<file path="src/rtl/mult8_seq_accum.sv">
// Sequential 8x8 unsigned multiplier: reuses one external 4x4 multiplier over four
// nibble products (LL, LH, HL, HH) and accumulates them into a 16-bit result.
module mult8_seq_accum #(
  parameter int SKIP_ZERO = 1,
  parameter int HALF_W    = 4
) (
  input  logic                  clk,
  input  logic                  rst_n,
  input  logic                  in_valid,
  output logic                  in_ready,
  input  logic [2*HALF_W-1:0]   A,
  input  logic [2*HALF_W-1:0]   B,
  output logic [HALF_W-1:0]     mul_a,
  output logic [HALF_W-1:0]     mul_b,
  input  logic [2*HALF_W-1:0]   mul_p,
  output logic                  out_valid,
  input  logic                  out_ready,
  output logic [4*HALF_W-1:0]   P,
  output logic                  busy
);

  localparam int OW = 2 * HALF_W;
  localparam int PW = 4 * HALF_W;

  typedef enum logic [2:0] {
    S_IDLE = 3'd0,
    S_LL   = 3'd1,
    S_LH   = 3'd2,
    S_HL   = 3'd3,
    S_HH   = 3'd4,
    S_DONE = 3'd5
  } state_t;

  state_t          state_q;
  logic [OW-1:0]   a_q;
  logic [OW-1:0]   b_q;
  logic [PW-1:0]   acc_q;
  logic [PW-1:0]   acc_d;
  logic [PW-1:0]   p_q;
  logic            out_valid_q;
  logic [PW-1:0]   term_s;
  logic            skip_s;

  // Nibble select and weighted partial product, decoded from state and latched operands only.
  always_comb begin
    mul_a  = '0;
    mul_b  = '0;
    term_s = '0;
    case (state_q)
      S_LL: begin
        mul_a  = a_q[HALF_W-1:0];
        mul_b  = b_q[HALF_W-1:0];
        term_s = PW'(mul_p);
      end
      S_LH: begin
        mul_a  = a_q[HALF_W-1:0];
        mul_b  = b_q[OW-1:HALF_W];
        term_s = PW'(mul_p) << HALF_W;
      end
      S_HL: begin
        mul_a  = a_q[OW-1:HALF_W];
        mul_b  = b_q[HALF_W-1:0];
        term_s = PW'(mul_p) << HALF_W;
      end
      S_HH: begin
        mul_a  = a_q[OW-1:HALF_W];
        mul_b  = b_q[OW-1:HALF_W];
        term_s = PW'(mul_p) << OW;
      end
      default: begin
        mul_a  = '0;
        mul_b  = '0;
        term_s = '0;
      end
    endcase
    acc_d  = acc_q + term_s;
    skip_s = (SKIP_ZERO != 32'sd0) && ((A == '0) || (B == '0));
  end

  // Sequencer, accumulator and registered result/handshake state.
  always_ff @(posedge clk) begin
    if (!rst_n) begin
      state_q     <= S_IDLE;
      a_q         <= '0;
      b_q         <= '0;
      acc_q       <= '0;
      p_q         <= '0;
      out_valid_q <= 1'b0;
    end else begin
      case (state_q)
        S_IDLE: begin
          if (in_valid) begin
            a_q   <= A;
            b_q   <= B;
            acc_q <= '0;
            if (skip_s) begin
              p_q         <= '0;
              out_valid_q <= 1'b1;
              state_q     <= S_DONE;
            end else begin
              state_q <= S_LL;
            end
          end
        end
        S_LL: begin
          acc_q   <= acc_d;
          state_q <= S_LH;
        end
        S_LH: begin
          acc_q   <= acc_d;
          state_q <= S_HL;
        end
        S_HL: begin
          acc_q   <= acc_d;
          state_q <= S_HH;
        end
        S_HH: begin
          acc_q       <= acc_d;
          p_q         <= acc_d;
          out_valid_q <= 1'b1;
          state_q     <= S_DONE;
        end
        S_DONE: begin
          if (out_ready) begin
            out_valid_q <= 1'b0;
            state_q     <= S_IDLE;
          end
        end
        default: begin
          out_valid_q <= 1'b0;
          state_q     <= S_IDLE;
        end
      endcase
    end
  end

  assign in_ready  = (state_q == S_IDLE);
  assign busy      = (state_q != S_IDLE);
  assign out_valid = out_valid_q;
  assign P         = p_q;

endmodule

</file>
<file path="config.mk">
export PLATFORM = sky130hd
export DESIGN_NAME = mult8_seq_accum
export DESIGN_NICKNAME = d
export VERILOG_FILES = /design/src/rtl/mult8_seq_accum.sv
export SDC_FILE = /design/constraint.sdc
export NUM_CORES = 1
export LEC_CHECK = 0
export BUFFER_PORTS_ARGS = -buffer_cell sky130_fd_sc_hd__clkbuf_2
export CAP_MARGIN = 25
export CORE_AREA = 2 2 77 79
export CTS_CLUSTER_DIAMETER = 50
export DETAILED_ROUTE_END_ITERATION = 7
export DIE_AREA = 0 0 79 81
export PLACE_DENSITY = 0.87
export REMOVE_ABC_BUFFERS = 1
export SYNTH_ARGS = -nofsm -noshare
export SYNTH_HDL_FRONTEND = slang
export SYNTH_SLANG_ARGS = --single-unit
</file>
<file path="constraint.sdc">
create_clock -name clk -period 3.46 [get_ports clk]
set_input_delay 0.519 -clock clk [delete_from_list [all_inputs] [get_ports clk]]
set_output_delay 0.519 -clock clk [all_outputs]
set_load 0.05 [all_outputs]
</file>
After elaboration in Yosys (flattened, before gate mapping). Cells that the tools add are included.

Register bits after elaboration: 52. Input port bits: 28.

Eq/ne operators: 8. Add/subtract/negate cells: 1. Reductions and logical operators: 19. Bitwise gates (word level): 1. Mux-type cells: 16.

Operators by type and width (number): case mux 16 bit (2 select lines) (2); 2-to-1 mux 16 bit (3); case mux 16 bit (3 select lines) (1); case mux 3 bit (6 select lines) (1); adder 16 bit (1); logical NOT 8 bit (2); case mux 4 bit (2 select lines) (2); OR reduction 2 bit (5); 2-to-1 mux 3 bit (3); equality test 3 x 2 -> 1 bit (second input constant) (2); equality test 3 bit (second input constant) (2); AND reduction 2 bit (3); != test 2 bit (second input constant) (2); case mux 1 bit (4 select lines) (1); AND reduction 4 bit (1); nonzero test 2 bit (2); OR reduction 4 bit (1); equality test 3 x 1 -> 1 bit (second input constant) (1); logical NOT 3 bit (1); 2-to-1 mux 1 bit (3); AND reduction 3 bit (1); nonzero test 3 bit (1); OR reduction 3 bit (1); != test 2 x 1 -> 1 bit (second input constant) (1); other kinds (2) (2).

Logic depth before layout (Yosys ltp).
Depth after elaboration: 5. Mapped depth: 12.

Worst setup path after synthesis. OpenSTA, ideal clock, no wires.

Kind: register to register. From: reg state_q[1]. To: reg acc_q[14]. Cell stages (with the launch flop): 13. Arrival: 2.767 ns. Period minus slack after synthesis: 2.888 ns. Buffers on the path: 2. Path slack: 0.572 ns. Library setup time: 0.121 ns. Cell sequence: dfxtp_1 clkbuf_1 clkbuf_1 nor3_1 and2_1 ha_1 fa_1 a21oi_2 nor2_1 o31a_1 o41ai_4 mux2i_1 o21ai_0.

Longest elaborated chain between the ends: 5. Elaborated cells between the ends (all ways): 13. Classes of those cells: add/sub (1); eq/ne (5); mux (2); reduce/logical (5).

Ends and longest elaborated chain: start: declaration (RTL line 34) `state_t state_q;`; start signal: assignment (RTL line 83) `state_q <= S_IDLE;`; start signal: assignment (RTL line 99) `state_q <= S_DONE;`; start signal: assignment (RTL line 101) `state_q <= S_LL;`; equality test 3 x 2 -> 1 bit (RTL line 49, 90); OR reduction 2 bit (no source line); case mux 16 bit (3 select lines) (RTL line 49) `case (state_q)`; adder 16 bit (RTL line 76) `acc_d = acc_q + term_s;`; case mux 16 bit (2 select lines) (RTL line 90) `case (state_q)`; end signal: assignment (RTL line 86) `acc_q <= '0;`; end signal: assignment (RTL line 95) `acc_q <= '0;`; end signal: assignment (RTL line 106) `acc_q <= acc_d;`; end: declaration (RTL line 37) `logic [PW-1:0] acc_q;`.

Several ways; a longest one is shown, not always the timed one. A chain may end at the register's enable or synchronous reset.

Worst setup path in the final report.
From: reg state_q[0]. To: reg acc_q[14].

The elaborated chain is that of the path after synthesis.

==> out/results.ini <==
[cells_and_area]
nets = 445
layout_commonest_cell = nand2_1
final_cell_mix = nand2_1 (70), clkbuf_2 (54), dfxtp_1 (52), a21oi_1 (31), a22o_1 (22)
drive_above_1_share_pct = 18.7
syn_to_final_growth_pct = 14.1
layout.cells.non_filler = 477
diodes = 0

[clock_network]
cts_buffer_depth = 2
cts_sinks = 52
cts-htree-levels = 2
cts_hold_repair.buffers = 0
postCtsSetupBuffers = 0
clock_latency_ps = 310
clk_transition_reported_paths_ps = 90
cts_resized = 0
cts_buffers = 5
root_buffer = clkbuf_8
cts_tree = done

[sta]
finalHoldViolCount = 0
drv_slew = 0
fin_crit_sh_pct = 85.1
tightest_slew_ps = 716
fmax_ghz = 0.340
relSlewSlack_pct = 52.2
setup_violations = 0
setup_ws_ps = 515
holdWs_ps = 441
rsz0062_at_grt = false
skew_ps = 7.65
tns_ps = 0
post-route-min-period_ps = 2950

[worst_setup_path]
worstPathMaxFanout = 10
r2r-end = acc_q[14]
cp-end-kind = flop
path_class = flop to flop
reg2regPathDepth = 10
r2r-start = state_q[0]
start_kind = flop
ff2ff_setup_slack_ps = 510
cp.required_ps = 3660
cp.arrival_ps = 3150

[min_path]
whs_endpoint = a_q[3]
hold_path.class = primary input to flop
hold_depth = 3
min_from = A[3]

[logic_synthesis]
ys_types = 48
syn_avg_cell_area_um2 = 8.22
ys_seq_area_share_pct = 35.5
synth-edff-count = 0
syn-instance-count = 357
synth_seq_cells = 52
async_flop_share_pct = 0
synth_top_area_cell = dfxtp_1
yosys_warnings = 0
synthFlopType = dfxtp_1
syn_area_mm2 = 0.00293
synth_top_area_share_pct = 35.5
synthTopCellsByArea = dfxtp_1 (35%), nand2_1 (9.0%), a22o_1 (6.6%)

[grt]
grt_max_degree = 39
grt_use_met2_pct = 36.5
grt_use_met3_pct = 4.00
met1_usage_pct = 31.4
gr-usage-all-layers_pct = 23.1
antenna_found_initial = 0
grt.busiest_layer = met2
grt_first_pass_wirelength_um = 11900
grt_pass1_vias = 2529
overflow = 0

[detailed_routing]
ant_nets = 0
num_vias = 2881
drt-total-wl_um = 7480
drtIter0Drc = 261
avgRoutedWirePerCell_um = 15.7
drc = 0
vias_per_cell = 6.04
first_pass_iters = 6

[die]
coreArea_mm2 = 0.00568
die_h_um = 81
pin_count = 55
start_util_pct = 51.7
dieArea_mm2 = 0.00640
die_w_um = 79
rows = 28

[power_and_ir_drop]
power_w = 0.00138
peakVddDrop_uv = 207
p_per_area_mw_per_mm2 = 414
power.leakage_nw = 1.46

[job]
drv_cap = 0

[placement]
hpwl_um = 5300
gp_congestion = 0.878
post-place-cells = 469
pre_cts_slack_ps = 610
port_buffers = 54

[status]
status = completed

## critical path, stage by stage (launching register included)
cell     delay (ps)
dfxtp_1         510
inv_1           150
nor3_1          370
and2_1          200
ha_1            280
a21oi_2         190
nor2_1           80
o31a_1          280
o41ai_4         390
mux2i_1         270
o21ai_0         100
## registers in the layout, summed over array words and instances (netlist names)
name,flops
P,16
a_q,8
acc_q,16
b_q,8
out_valid,1
state_q,3
## metal layers
metal / vias up / part of all wire [%]
met5: - / 0
met3: 24 / 6.2
met2: 125 / 47
met4: 0 / 2.5
met1: 1345 / 44
li1: 1387 / -
## where the power goes
part	internal [W]	switching, W
combinational	0.000101	0.000220
sequential	0.000626	0.0000226
clock	0.000215	0.000200
total	0.000942	0.000442
## cells in the mapped netlist, drive strengths merged, types with 2 or more instances
cell and instances:
a221oi 6, ha 15, nor3 2, nor4 4, xnor2 7, or2 3, a22oi 12, a31oi 2
dfxtp 52, xor2 9, clkbuf 14, a32o 5, buf 7, a22o 22, a311oi 6, o21a 2
and3 6, nor2b 2, inv 7, a21oi 34, o21ai 18, o21bai 2, nand3 7, nand2 70
and2 6, or3 2, nor2 20, o211ai 2
## cell families after synthesis
kind of cell	count (synthesis)	synth area share (%)
and+or+nand+nor	123	18.8
AOI/OAI and AO/OA	120	29.5
DFF	52	35.5
buffers and inverters	29	4.05
xor gates and xnor gates	16	4.78
adders and majority gates	16	7.08
muxes	1	0.341
## worst max path at each step
stage | depth (start not counted) | end | slack [ps] | start
4_1_cts | 10 | acc_q[14] | 600 | state_q[0]
5_1_grt | 10 | P[10] | 280 | state_q[0]
2_1_floorplan | 10 | acc_q[14] | 370 | state_q[2]
3_5_place_dp | 10 | P[14] | 610 | state_q[0]
6_report | 10 | acc_q[14] | 510 | state_q[0]
3_3_place_gp | 11 | acc_q[14] | 750 | state_q[0]
## stage by stage
stage	area (µm²)	util (%)
floorplan	2840	-
global placement	3240	57.1
detailed placement	3240	57.1
CTS	3350	59.0
global route	3350	59.0
finish	3350	59.0
## cell type report
cell class	count	area [µm²]
fillers	514	2330
well taps	75	93.8
flip-flops and latches	52	1040
multi-input cells	276	1770
clock inverters	2	35.0
inverters	8	30.0
clock buffers	6	72.6
repair buffers	58	300
No activity file was read; power rests on OpenSTA's default activity.
